$ cat config.mk
export PLATFORM = sky130hd
export DESIGN_NAME = demux1x8_tdm_flat
export DESIGN_NICKNAME = d
export VERILOG_FILES = /design/src/rtl/demux1x8_tdm_if.sv /design/src/rtl/demux1x8_tdm.sv /design/src/flat_wrapper.sv
export SDC_FILE = /design/constraint.sdc
export NUM_CORES = 1
export LEC_CHECK = 0
export BUFFER_PORTS_ARGS = -buffer_cell sky130_fd_sc_hd__buf_2
export CAP_MARGIN = 20
export CELL_PAD_IN_SITES_DETAIL_PLACEMENT = 0
export CELL_PAD_IN_SITES_GLOBAL_PLACEMENT = 1
export CORE_MARGIN = 2
export CORE_UTILIZATION = 38
export CTS_BUF_LIST = sky130_fd_sc_hd__clkbuf_16
export CTS_CLUSTER_DIAMETER = 50
export DETAILED_ROUTE_END_ITERATION = 16
export PLACE_DENSITY = 0.71
export SETUP_SLACK_MARGIN = 0.3
export SLEW_MARGIN = 10
export SYNTH_ARGS = -nofsm -noshare
export SYNTH_HDL_FRONTEND = slang
export SYNTH_SLANG_ARGS = --single-unit
$ cat constraint.sdc
create_clock -name clk -period 5 [get_ports clk]
set_clock_uncertainty 0.1 [all_clocks]
set_input_delay 1 -clock clk [delete_from_list [all_inputs] [get_ports clk]]
set_output_delay 1 -clock clk [all_outputs]
set_load 0.1 [all_outputs]
$ cat src/rtl/demux1x8_tdm_if.sv
// rtl/demux1x8_tdm_if.sv - serial slot stream into the 1:8 TDM demultiplexer
interface demux1x8_tdm_if #(
    parameter int WIDTH = 1
);
    logic [WIDTH-1:0] din;
    logic             din_valid;
    logic             sof;

    modport master (output din, output din_valid, output sof);
    modport slave  (input  din, input  din_valid, input  sof);
endinterface

$ cat src/rtl/demux1x8_tdm.sv
// rtl/demux1x8_tdm.sv - 1:8 TDM demux with frame sync; DEMUX_FRAME_CNT_EN adds frame_cnt
module demux1x8_tdm #(
    parameter int WIDTH = 1
) (
    input  logic             clk,
    input  logic             rst,
    demux1x8_tdm_if.slave    link,
    output logic [WIDTH-1:0] a,
    output logic [WIDTH-1:0] b,
    output logic [WIDTH-1:0] c,
    output logic [WIDTH-1:0] d,
    output logic [WIDTH-1:0] e,
    output logic [WIDTH-1:0] f,
    output logic [WIDTH-1:0] g,
    output logic [WIDTH-1:0] h,
    output logic [2:0]       sel,
    output logic             frame_valid,
    output logic             sync_err
`ifdef DEMUX_FRAME_CNT_EN
    ,
    output logic [7:0]       frame_cnt
`endif
);

    typedef enum logic {HUNT, FILL} state_t;

    state_t           state_q, state_d;
    logic [2:0]       sel_d;
    logic [WIDTH-1:0] shd_q [0:6];
    logic             shd_wr;
    logic [2:0]       shd_idx;
    logic             load;
    logic             err_d;

    always_comb begin
        state_d = state_q;
        sel_d   = sel;
        shd_wr  = 1'b0;
        shd_idx = sel;
        load    = 1'b0;
        err_d   = 1'b0;
        if (link.din_valid) begin
            case (state_q)
                HUNT: begin
                    if (link.sof) begin
                        shd_wr  = 1'b1;
                        shd_idx = 3'd0;
                        sel_d   = 3'd1;
                        state_d = FILL;
                    end
                end
                default: begin
                    if (link.sof) begin
                        // sof anywhere but slot 0 is a resync: restart the frame here
                        err_d   = (sel != 3'd0);
                        shd_wr  = 1'b1;
                        shd_idx = 3'd0;
                        sel_d   = 3'd1;
                    end else if (sel == 3'd0) begin
                        err_d   = 1'b1;
                        state_d = HUNT;
                    end else if (sel == 3'd7) begin
                        load  = 1'b1;
                        sel_d = 3'd0;
                    end else begin
                        shd_wr = 1'b1;
                        sel_d  = sel + 3'd1;
                    end
                end
            endcase
        end
    end

    always_ff @(posedge clk) begin
        if (rst) begin
            state_q     <= HUNT;
            sel         <= 3'd0;
            frame_valid <= 1'b0;
            sync_err    <= 1'b0;
            for (int i = 0; i < 7; i++) shd_q[i] <= '0;
            {a, b, c, d, e, f, g, h} <= '0;
        end else begin
            state_q     <= state_d;
            sel         <= sel_d;
            frame_valid <= load;
            sync_err    <= err_d;
            for (int i = 0; i < 7; i++) begin
                if (shd_wr && shd_idx == 3'(i)) shd_q[i] <= link.din;
            end
            if (load) begin
                a <= shd_q[0];
                b <= shd_q[1];
                c <= shd_q[2];
                d <= shd_q[3];
                e <= shd_q[4];
                f <= shd_q[5];
                g <= shd_q[6];
                h <= link.din;
            end
        end
    end

`ifdef DEMUX_FRAME_CNT_EN
    always_ff @(posedge clk) begin
        if (rst)       frame_cnt <= 8'd0;
        else if (load) frame_cnt <= frame_cnt + 8'd1;
    end
`endif

endmodule

$ cat src/flat_wrapper.sv
// flat-port wrapper written by rule: the top's interface ports become plain ports
module demux1x8_tdm_flat 
#(
    parameter int WIDTH = 1
)
  (clk, rst, a, b, c, d, e, f, g, h, sel, frame_valid, sync_err, link_din, link_din_valid, link_sof);
  demux1x8_tdm_if #(.WIDTH(WIDTH)) link_i ();
  input  logic clk;
  input  logic rst;
  output logic [WIDTH-1:0] a;
  output logic [WIDTH-1:0] b;
  output logic [WIDTH-1:0] c;
  output logic [WIDTH-1:0] d;
  output logic [WIDTH-1:0] e;
  output logic [WIDTH-1:0] f;
  output logic [WIDTH-1:0] g;
  output logic [WIDTH-1:0] h;
  output logic [2:0] sel;
  output logic frame_valid;
  output logic sync_err;
  input wire logic [$bits(link_i.din)-1:0] link_din;
  input wire logic [$bits(link_i.din_valid)-1:0] link_din_valid;
  input wire logic [$bits(link_i.sof)-1:0] link_sof;
  assign link_i.din = link_din;
  assign link_i.din_valid = link_din_valid;
  assign link_i.sof = link_sof;
  demux1x8_tdm #(.WIDTH(WIDTH)) u_core (.clk(clk), .rst(rst), .link(link_i), .a(a), .b(b), .c(c), .d(d), .e(e), .f(f), .g(g), .h(h), .sel(sel), .frame_valid(frame_valid), .sync_err(sync_err));
endmodule
==> flow_metrics.py, run 1 <==
metrics = {
    "global_route": {
        "grt_max_degree": 31,
        "grt_pass1_wl_um": 3070,
        "track_usage_pct": 12.2,
        "overflow": 0,
        "first_global_vias": 703,
        "antenna_found_initial": 0,
    },
    "yosys": {
        "synth_edf_count": 7,
        "synth_flop_cell": "dfxtp_1",
        "synth_top_cell_area_share_pct": 26.9,
        "ys_ff_latch": 21,
        "synthSimpleGateAreaFrac_pct": 27.9,
        "synth_common_cells": "nand2b_1, dfxtp_1, mux2i_1, edfxtp_1, nor3_1",
        "yosysTopAreaCell": "dfxtp_1",
        "synth_top_family_by_area": "simple AND/OR/NAND/NOR gates",
        "synth_compound_area_share_pct": 9.23,
        "synth_area_sq_mm": 0.00104,
        "synth_cells": 104,
        "synth.most_common_cell": "nand2b_1",
        "synth-async-reset-ratio_pct": 0,
        "synthMuxAreaShare_pct": 7.67,
        "synth_adder_area_share_pct": 4.80,
        "synth_fp_nets": 113,
        "ys_warn_count": 0,
        "ys_seq_area_share_pct": 47.0,
        "synthTopCellsByArea": "dfxtp_1, edfxtp_1, nand2b_1",
        "synth_xor_xnor_area_share_pct": 0,
        "ys_types": 29,
        "post_synth.cell_area_avg_sq_um": 10.0,
    },
    "worst_setup_path": {
        "timing.rr.end": "a",
        "path_cells": "inv_1 -> ha_1 -> nor2b_1 -> nor4b_2 -> mux2i_1",
        "r2r_cells": 5,
        "required_ns": 5.08,
        "cp-start-kind": "flop",
        "crit_type": "flop to flop",
        "crit_family": "simple AND/OR/NAND/NOR gates",
        "path_max_fanout": 8,
        "ff2ff_setup_slack_ns": 2.63,
        "critPathMaxStageDelay_ns": 0.88,
        "arrival_ns": 2.45,
        "crit-reg2reg-launch": "u_core.sel[0]",
        "crit_buf_inv": 1,
        "crit_path_end_kind": "flop",
        "cp_slowest_cell": "nor4b_2",
    },
    "pwr": {
        "p_leak_nw": 0.514,
        "powerDensity_mw_per_mm2": 309,
        "ir_drop_v": 0.000147,
    },
    "floorplan": {
        "die_w_um": 56.4,
        "die_area_sq_mm": 0.00318,
        "ios": 18,
        "coreArea_sq_mm": 0.00269,
        "num_rows": 19,
        "start_util_pct": 38.8,
        "chipHeight_um": 56.4,
    },
    "clock_tree": {
        "cts_resized": 0,
        "insertion_delay_ns": 0.25,
        "ctsHoldBuffers": 0,
        "clockRootBuffer": "clkbuf_16",
        "h-tree-depth": 1,
        "cts_made_buffers": 3,
        "post_cts_buffers": 0,
        "cts_tree": "done",
        "clk_pin_slew_ns": 0.06,
        "cts_buffer_depth": 2,
        "cts_sinks": 21,
    },
    "job": {
        "cap_violations": 0,
    },
    "min_path": {
        "min-delay-path-class": "flop to flop",
        "hold_depth": 2,
        "min_from": "e",
        "hold_end": "e",
    },
    "routing": {
        "vias_per_cell": 5.09,
        "wire_per_inst_um": 11.7,
        "firstDrtPassIters": 4,
        "routed_wl_um": 1770,
        "drt.antenna.violating_nets": 0,
        "route.detailed.drc": 0,
        "route.vias.total": 768,
        "drt_iter0_drc": 13,
    },
    "timing": {
        "timing.final.crit_share_pct": 47.4,
        "hold_violations": 0,
        "layout_setup_ws_ns": 2.63,
        "slew_violations": 0,
        "relSlewSlack_pct": 32.3,
        "rsz0062_at_grt": "false",
        "worstMarginPinSlew_ns": 1.01,
        "fmax_ghz": 0.422,
        "setup_viol": 0,
        "fin_tns_setup_ns": 0,
        "finalCriticalPeriod_ns": 2.37,
    },
    "place": {
        "gp_congestion": 0.803,
        "dpl.hpwl_um": 1330,
        "io_buffers": 17,
        "place_ws_ns": 2.38,
    },
    "status": {
        "status": "complete, no violations",
    },
    "layout": {
        "area.growth.synth_to_final_pct": 18.2,
        "drive_gt1_share_pct": 19.2,
        "n_antenna_cell": 0,
        "fin_nets": 130,
    },
}
## cell usage in the layout (no fill, tap or decap)
| master | count |
|---|---|
| clkinv_2 | 1 |
| o2111ai_1 | 1 |
| or3_1 | 1 |
| a21o_1 | 4 |
| nor2b_1 | 2 |
| edfxtp_1 | 7 |
| nand4_1 | 3 |
| nand2_1 | 3 |
| ha_1 | 4 |
| nor4b_2 | 1 |
| nor3_1 | 6 |
| or4b_4 | 1 |
| o21ai_0 | 3 |
| mux2i_1 | 8 |
| inv_1 | 4 |
| o21a_1 | 1 |
| buf_2 | 17 |
| nand2b_1 | 18 |
| nor3b_1 | 1 |
| a21oi_1 | 2 |
| a41o_1 | 1 |
| a211oi_1 | 2 |
| dfxtp_1 | 14 |
| and3_1 | 1 |
| and2_1 | 2 |
| clkbuf_16 | 3 |
| nand4b_1 | 1 |
| nor2_1 | 5 |
| nor4_1 | 1 |
| nor4b_1 | 1 |
| and3b_1 | 1 |
## report_power, final
group          leakage, nW  internal, mW  switching [mW]
clock               0.0409         0.107          0.0589
combinational        0.288        0.0109          0.0210
sequential           0.185         0.180         0.00284
## final cells by class
type / count / area [sq um]
Clock buffer: 3 / 75.1
Clock inverter: 1 / 5.00
Fill cell: 275 / 1450
Inverter: 4 / 15.0
Multi-Input combinational cell: 74 / 524
Sequential cell: 21 / 490
Tap cell: 31 / 38.8
Timing Repair Buffer: 17 / 85.1
## metal layers
layer	GRT usage [%]	part of all wire [%]	vias to the layer above
met4	5.10	1.1	0
met5	0	0	-
met3	2.76	3.8	2
met1	15.7	47	346
met2	19.7	48	15
li1	-	-	405
## registers in the layout (all words and copies together) (netlist names)
register,cells
u_core.shd_q,7
u_core.sel,3
a,1
b,1
c,1
d,1
e,1
f,1
g,1
u_core.frame_valid,1
u_core.h,1
u_core.state_q,1
u_core.sync_err,1
## through the flow
step	power [mW]	instance area [sq um]	hold slack, ns	instances	utilization (%)
6_report	0.381	1230	0.367	151	45.9
3_5_place_dp	0.219	1150	0.358	147	42.9
4_1_cts	0.385	1230	0.375	151	45.9
2_1_floorplan	0.211	1040	0.391	104	-
3_3_place_gp	0.219	1150	0.357	147	42.9
5_1_grt	0.397	1230	0.392	151	45.9
## kinds of logic (layout without fill, tap and decap cells)
group,Yosys count,count (layout)
muxes,8,8
adders and majority gates,4,4
buffers and inverters,9,25
AOI/OAI and AO/OA,14,14
and+or+nand+nor,48,48
DFF,21,21
## worst min-delay path: cells and delay by family, from the launching register on
family           cells  cell delay [ns]
AND/OR/NAND/NOR      1             0.06
flip-flops           1             0.31
multiplexers         1             0.05
## worst max-delay path by stage
stage / startpoint / cells after the start / to
after detailed placement: link_din_valid / 4 / a
after global routing: u_core.sel[0] / 5 / b
after global placement: link_din_valid / 4 / e
final: u_core.sel[0] / 5 / a
after CTS: u_core.sel[0] / 5 / a
after floorplan: u_core.sel[0] / 7 / u_core.sel[0]
Power figures use the tool's default switching activity.
==> inputs of run 2 (changes only) <==
clock period = 2.4 ns   (was 5 ns; I/O delays follow)
==> run 2 against run 1 <==
Compared with the run above: wire length increased by 5.7%; utilization rose by 0.47 points; clock power up 110%; combinational power up 110%; die area stayed put; power rose by 110%; non-clock buffer count is 1 higher.
==> flow_metrics.py, run 2 (synthesis results as in run 1) <==
metrics = {
    "pwr": {
        "p_leak_nw": 0.523,
        "power.internal_mw": 0.620,
        "power_frac_comb_pct": 8.4,
        "power.share.clock_pct": 43.7,
        "powerDensity_mw_per_mm2": 638,
        "ir_drop_v": 0.000410,
        "switching_share_pct": 22.0,
        "p_seq_share_pct": 48.0,
        "power.switching_mw": 0.175,
    },
    "layout": {
        "drive_gt1_share_pct": 21.5,
        "fin_nets": 131,
        "largest-register": "u_core.shd_q",
        "n_antenna_cell": 0,
        "utilization_pct": 46.4,
        "area.growth.synth_to_final_pct": 19.4,
        "largest_reg_flops": 7,
        "layout_commonest_cell": "nand2b_1",
        "reg.largest.list": "u_core.shd_q: 7 flops, u_core.sel: 3 flops",
        "layout_common_cells": "nand2b_1, buf_2, dfxtp_1, mux2i_1, edfxtp_1",
    },
    "min_path": {
        "hold_end": "f",
        "hold_depth": 2,
        "min_from": "f",
        "min-delay-path-class": "flop to flop",
    },
    "clock_tree": {
        "clockRootBuffer": "clkbuf_16",
        "cts_sinks": 21,
        "cts_buffer_depth": 2,
        "cts_tree": "done",
        "h-tree-depth": 1,
        "cts_made_buffers": 3,
        "post_cts_buffers": 0,
        "ctsHoldBuffers": 0,
        "insertion_delay_ns": 0.25,
        "cts_resized": 0,
        "clk_pin_slew_ns": 0.06,
    },
    "floorplan": {
        "start_util_pct": 38.8,
        "chipHeight_um": 56.4,
        "num_rows": 19,
        "die_area_sq_mm": 0.00318,
        "coreArea_sq_mm": 0.00269,
        "die_w_um": 56.4,
        "ios": 18,
    },
    "worst_setup_path": {
        "required_ns": 2.45,
        "ff2ff_setup_slack_ns": 0.53,
        "path_max_fanout": 8,
        "arrival_ns": 1.92,
        "crit_type": "flop to flop",
        "cp-start-kind": "flop",
        "r2r_cells": 7,
        "timing.rr.end": "u_core.sel[0]",
        "crit_path_end_kind": "flop",
        "crit-reg2reg-launch": "u_core.sel[0]",
    },
    "routing": {
        "drt.antenna.violating_nets": 0,
        "wire_per_inst_um": 12.3,
        "firstDrtPassIters": 4,
        "routed_wl_um": 1870,
        "vias_per_cell": 5.03,
        "route.detailed.drc": 0,
        "drt_iter0_drc": 13,
        "route.vias.total": 765,
    },
    "global_route": {
        "first_global_vias": 746,
        "antenna_found_initial": 0,
        "grt_pass1_wl_um": 3150,
        "grt_max_degree": 31,
        "track_usage_pct": 12.8,
        "overflow": 0,
    },
    "timing": {
        "setup_viol": 0,
        "slew_violations": 0,
        "timing.final.crit_share_pct": 78.0,
        "finalCriticalPeriod_ns": 1.87,
        "rsz0062_at_grt": "false",
        "worstMarginPinSlew_ns": 0.487,
        "relSlewSlack_pct": 67.8,
        "whs_ns": 0.369,
        "fmax_ghz": 0.534,
        "fin_tns_setup_ns": 0,
        "hold_violations": 0,
    },
    "job": {
        "cap_violations": 0,
    },
    "status": {
        "status": "complete, no violations",
    },
    "place": {
        "io_buffers": 17,
        "gp_congestion": 0.776,
        "dpl.hpwl_um": 1350,
    },
}
==> run 2: through the flow <==
stage | cell area [sq um] | power (mW) | instances | setup WS (ns)
after floorplan | 1050 | 0.440 | 104 | 0.289
after global placement | 1170 | 0.455 | 148 | 0.555
after detailed placement | 1170 | 0.456 | 148 | 0.532
after CTS | 1250 | 0.800 | 152 | 0.527
after global routing | 1250 | 0.828 | 152 | 0.420
final | 1250 | 0.795 | 152 | 0.528
==> run 2: per-layer routing <==
layer	global-route usage (%)	up-vias	part of all wire (%)	wire, um
met5	0	-	0	0
met4	7.14	0	2.4	44
met3	2.76	5	3.2	60
met2	22.4	12	48	902
met1	14.4	346	46	864
li1	-	402	-	-
==> run 2: critical path, cell delays in order, from the launching register on <==
cell and delay [ns]:
dfxtp_4 0.37, inv_1 0.14, ha_1 0.23, nor2b_1 0.28, ha_1 0.25, nand2b_1 0.15
o21ai_0 0.09, and3b_1 0.16
==> run 2: layout make-up <==
| cell class | count | area [sq um] |
|---|---|---|
| Clock buffer | 3 | 75.1 |
| Clock inverter | 1 | 3.75 |
| Fill cell | 270 | 1440 |
| Inverter | 4 | 15.0 |
| Multi-Input combinational cell | 74 | 524 |
| Sequential cell | 21 | 497 |
| Tap cell | 31 | 38.8 |
| Timing Repair Buffer | 18 | 92.6 |
==> run 2: worst max path at each step <==
stage | from | endpoint | slack [ns] | depth (start not counted)
finish | u_core.sel[0] | u_core.sel[0] | 0.53 | 7
global route | u_core.sel[0] | u_core.sel[0] | 0.42 | 7
CTS | u_core.sel[0] | u_core.sel[0] | 0.53 | 7
detailed placement | u_core.sel[0] | u_core.sel[0] | 0.53 | 7
global placement | u_core.sel[0] | u_core.sel[0] | 0.56 | 7
floorplan | u_core.sel[1] | u_core.sel[0] | 0.29 | 7
==> run 2: power groups by stage <==
stage	combinational (mW)	clock (mW)	sequential (mW)
floorplan	0.0396	0	0.400
global placement	0.0665	0	0.389
detailed placement	0.0669	0	0.389
CTS	0.0669	0.351	0.381
global route	0.0729	0.372	0.383
finish	0.0664	0.347	0.381
==> inputs of run 3 (changes only) <==
CORE_UTILIZATION = 37   (was 38)
PLACE_DENSITY = 0.72   (was 0.71)
clock period = 1.6 ns   (was 2.4 ns; I/O delays follow)
==> run 3 against run 2 <==
Compared with the run above: the run now ends with setup timing left; cell count up 17%; critical path depth shrank 1; via count up 19%; flip-flop and latch count stayed put; wire length rose by 34%; cell area up 39%; first-iteration DRC count increased by 150%; non-clock buffer count up 26; setup slack lost 0.63 ns; fmax up 10%; clock-buffer cell count is the same; sequential share of layout area fell by 10 points; largest power group unchanged.
==> flow_metrics.py, run 3 (synthesis results as in run 1) <==
metrics = {
    "clock_tree": {
        "cts_sinks": 21,
        "clk_pin_slew_ns": 0.05,
        "cts_tree": "done",
        "clockRootBuffer": "clkbuf_16",
        "cts_buffer_depth": 2,
        "insertion_delay_ns": 0.25,
        "ctsHoldBuffers": 0,
        "h-tree-depth": 1,
        "cts_made_buffers": 3,
    },
    "place": {
        "place_area_sq_mm": 0.00129,
        "placedCellCount": 159,
        "gp_congestion": 0.737,
        "io_buffers": 17,
        "place_ws_ns": -0.120,
        "dpl.hpwl_um": 1580,
    },
    "timing": {
        "layout_setup_ws_ns": -0.0992,
        "rsz0062_at_grt": "true",
        "relSlewSlack_pct": 70.2,
        "slew_violations": 0,
        "hold_violations": 0,
        "setup_viol": 15,
        "worstMarginPinSlew_ns": 0.443,
        "fmax_ghz": 0.589,
        "finalCriticalPeriod_ns": 1.70,
        "timing.final.crit_share_pct": 106,
    },
    "floorplan": {
        "coreArea_sq_mm": 0.00271,
        "die_area_sq_mm": 0.00326,
        "start_util_pct": 38.5,
        "die_w_um": 57.1,
        "num_rows": 19,
        "chipHeight_um": 57.1,
        "ios": 18,
    },
    "global_route": {
        "first_global_vias": 850,
        "track_usage_pct": 15.3,
        "overflow": 0,
        "antenna_found_initial": 0,
        "grt_pass1_wl_um": 3860,
        "grt_max_degree": 13,
    },
    "pwr": {
        "powerDensity_mw_per_mm2": 739,
        "ir_drop_v": 0.000667,
        "p_leak_nw": 0.731,
        "finalPower_mw": 1.28,
    },
    "worst_setup_path": {
        "crit-reg2reg-launch": "u_core.sel[0]",
        "r2r_cells": 6,
        "required_ns": 1.47,
        "cp-start-kind": "flop",
        "crit_type": "flop to flop",
        "crit_path_end_kind": "flop",
        "timing.rr.end": "u_core.shd_q[0][0]",
        "arrival_ns": 1.57,
        "ff2ff_setup_slack_ns": -0.1,
        "path_max_fanout": 3,
    },
    "routing": {
        "firstDrtPassIters": 3,
        "drt.antenna.violating_nets": 0,
        "route.detailed.drc": 0,
        "vias_per_cell": 5.11,
        "routed_wl_um": 2510,
        "wire_per_inst_um": 14.1,
        "route.vias.total": 909,
        "drt_iter0_drc": 32,
    },
    "layout": {
        "fin_area_sq_mm": 0.00174,
        "fin_nets": 157,
        "area.growth.synth_to_final_pct": 66.5,
        "n_antenna_cell": 0,
        "largest_reg_flops": 7,
        "reg.largest.list": "u_core.shd_q: 7 flops, u_core.sel: 3 flops",
        "layout_common_cells": "buf_4, nand2b_1, buf_6, dfxtp_2",
        "largest-register": "u_core.shd_q",
        "layout_commonest_cell": "buf_4",
        "drive_gt1_share_pct": 57.1,
        "final_cell_count_no_fill": 178,
    },
    "min_path": {
        "min_from": "rst",
        "hold_end": "u_core.frame_valid",
        "hold_depth": 2,
        "min-delay-path-class": "input port to flop",
    },
    "status": {
        "failed_checks": "setup timing",
        "status": "finished with violations",
    },
    "job": {
        "cap_violations": 0,
    },
}
## run 3: layout make-up
| class | count | area (sq um) |
|---|---|---|
| Fill cell | 214 | 972 |
| Inverter | 4 | 20.0 |
| Clock buffer | 3 | 75.1 |
| Multi-Input combinational cell | 74 | 686 |
| Clock inverter | 1 | 3.75 |
| Sequential cell | 21 | 514 |
| Tap cell | 31 | 38.8 |
| Timing Repair Buffer | 44 | 400 |
## run 3: layer usage
| metal | share of wire [%] | track usage [%] | wire length (um) | vias to the layer above |
|---|---|---|---|---|
| met1 | 42 | 18.6 | 1060 | 437 |
| met5 | 0 | 0 | 0 | - |
| li1 | - | - | - | 456 |
| met3 | 2.4 | 2.04 | 61 | 4 |
| met2 | 53 | 26.9 | 1340 | 12 |
| met4 | 1.8 | 6.98 | 45 | 0 |
## run 3: worst max-delay path: stages, from the launching register on
cell and delay (ns):
dfxtp_4 0.36, buf_4 0.13, buf_6 0.11, buf_6 0.12, a211oi_2 0.16, nor4b_2 0.28, or3_1 0.17
## run 3: how the worst max path moves through the flow
stage | start | end | slack, ns | depth (start not counted)
after detailed placement | u_core.sel[1] | a | -0.12 | 6
after floorplan | u_core.sel[0] | u_core.h | -0.22 | 5
final | u_core.sel[0] | u_core.shd_q[0][0] | -0.1 | 6
after CTS | u_core.sel[0] | u_core.h | -0.06 | 6
after global placement | u_core.sel[0] | u_core.shd_q[0][0] | -0.1 | 4
after global routing | u_core.sel[0] | a | -0.16 | 7
## run 3: what timing repair did
item / 4_1_cts / 5_1_grt
setup endpoints to repair: 40 / 31
setup buffers: 5 / 10
resized for setup: 38 / 24
pin swaps: 9 / 6
## run 3: power by group
group	internal [mW]	switching, mW
clock	0.332	0.180
combinational	0.101	0.106
sequential	0.560	0.00637
total	0.993	0.292
## run 3: stage by stage
step | setup TNS, ns | hold slack [ns] | utilization [%]
3_5_place_dp | -1.07 | 0.355 | 47.8
3_3_place_gp | -0.630 | 0.352 | 47.8
5_1_grt | -1.85 | 0.300 | 64.1
4_1_cts | -0.311 | 0.272 | 57.8
2_1_floorplan | -2.08 | 0.390 | -
6_report | -0.706 | 0.277 | 64.1
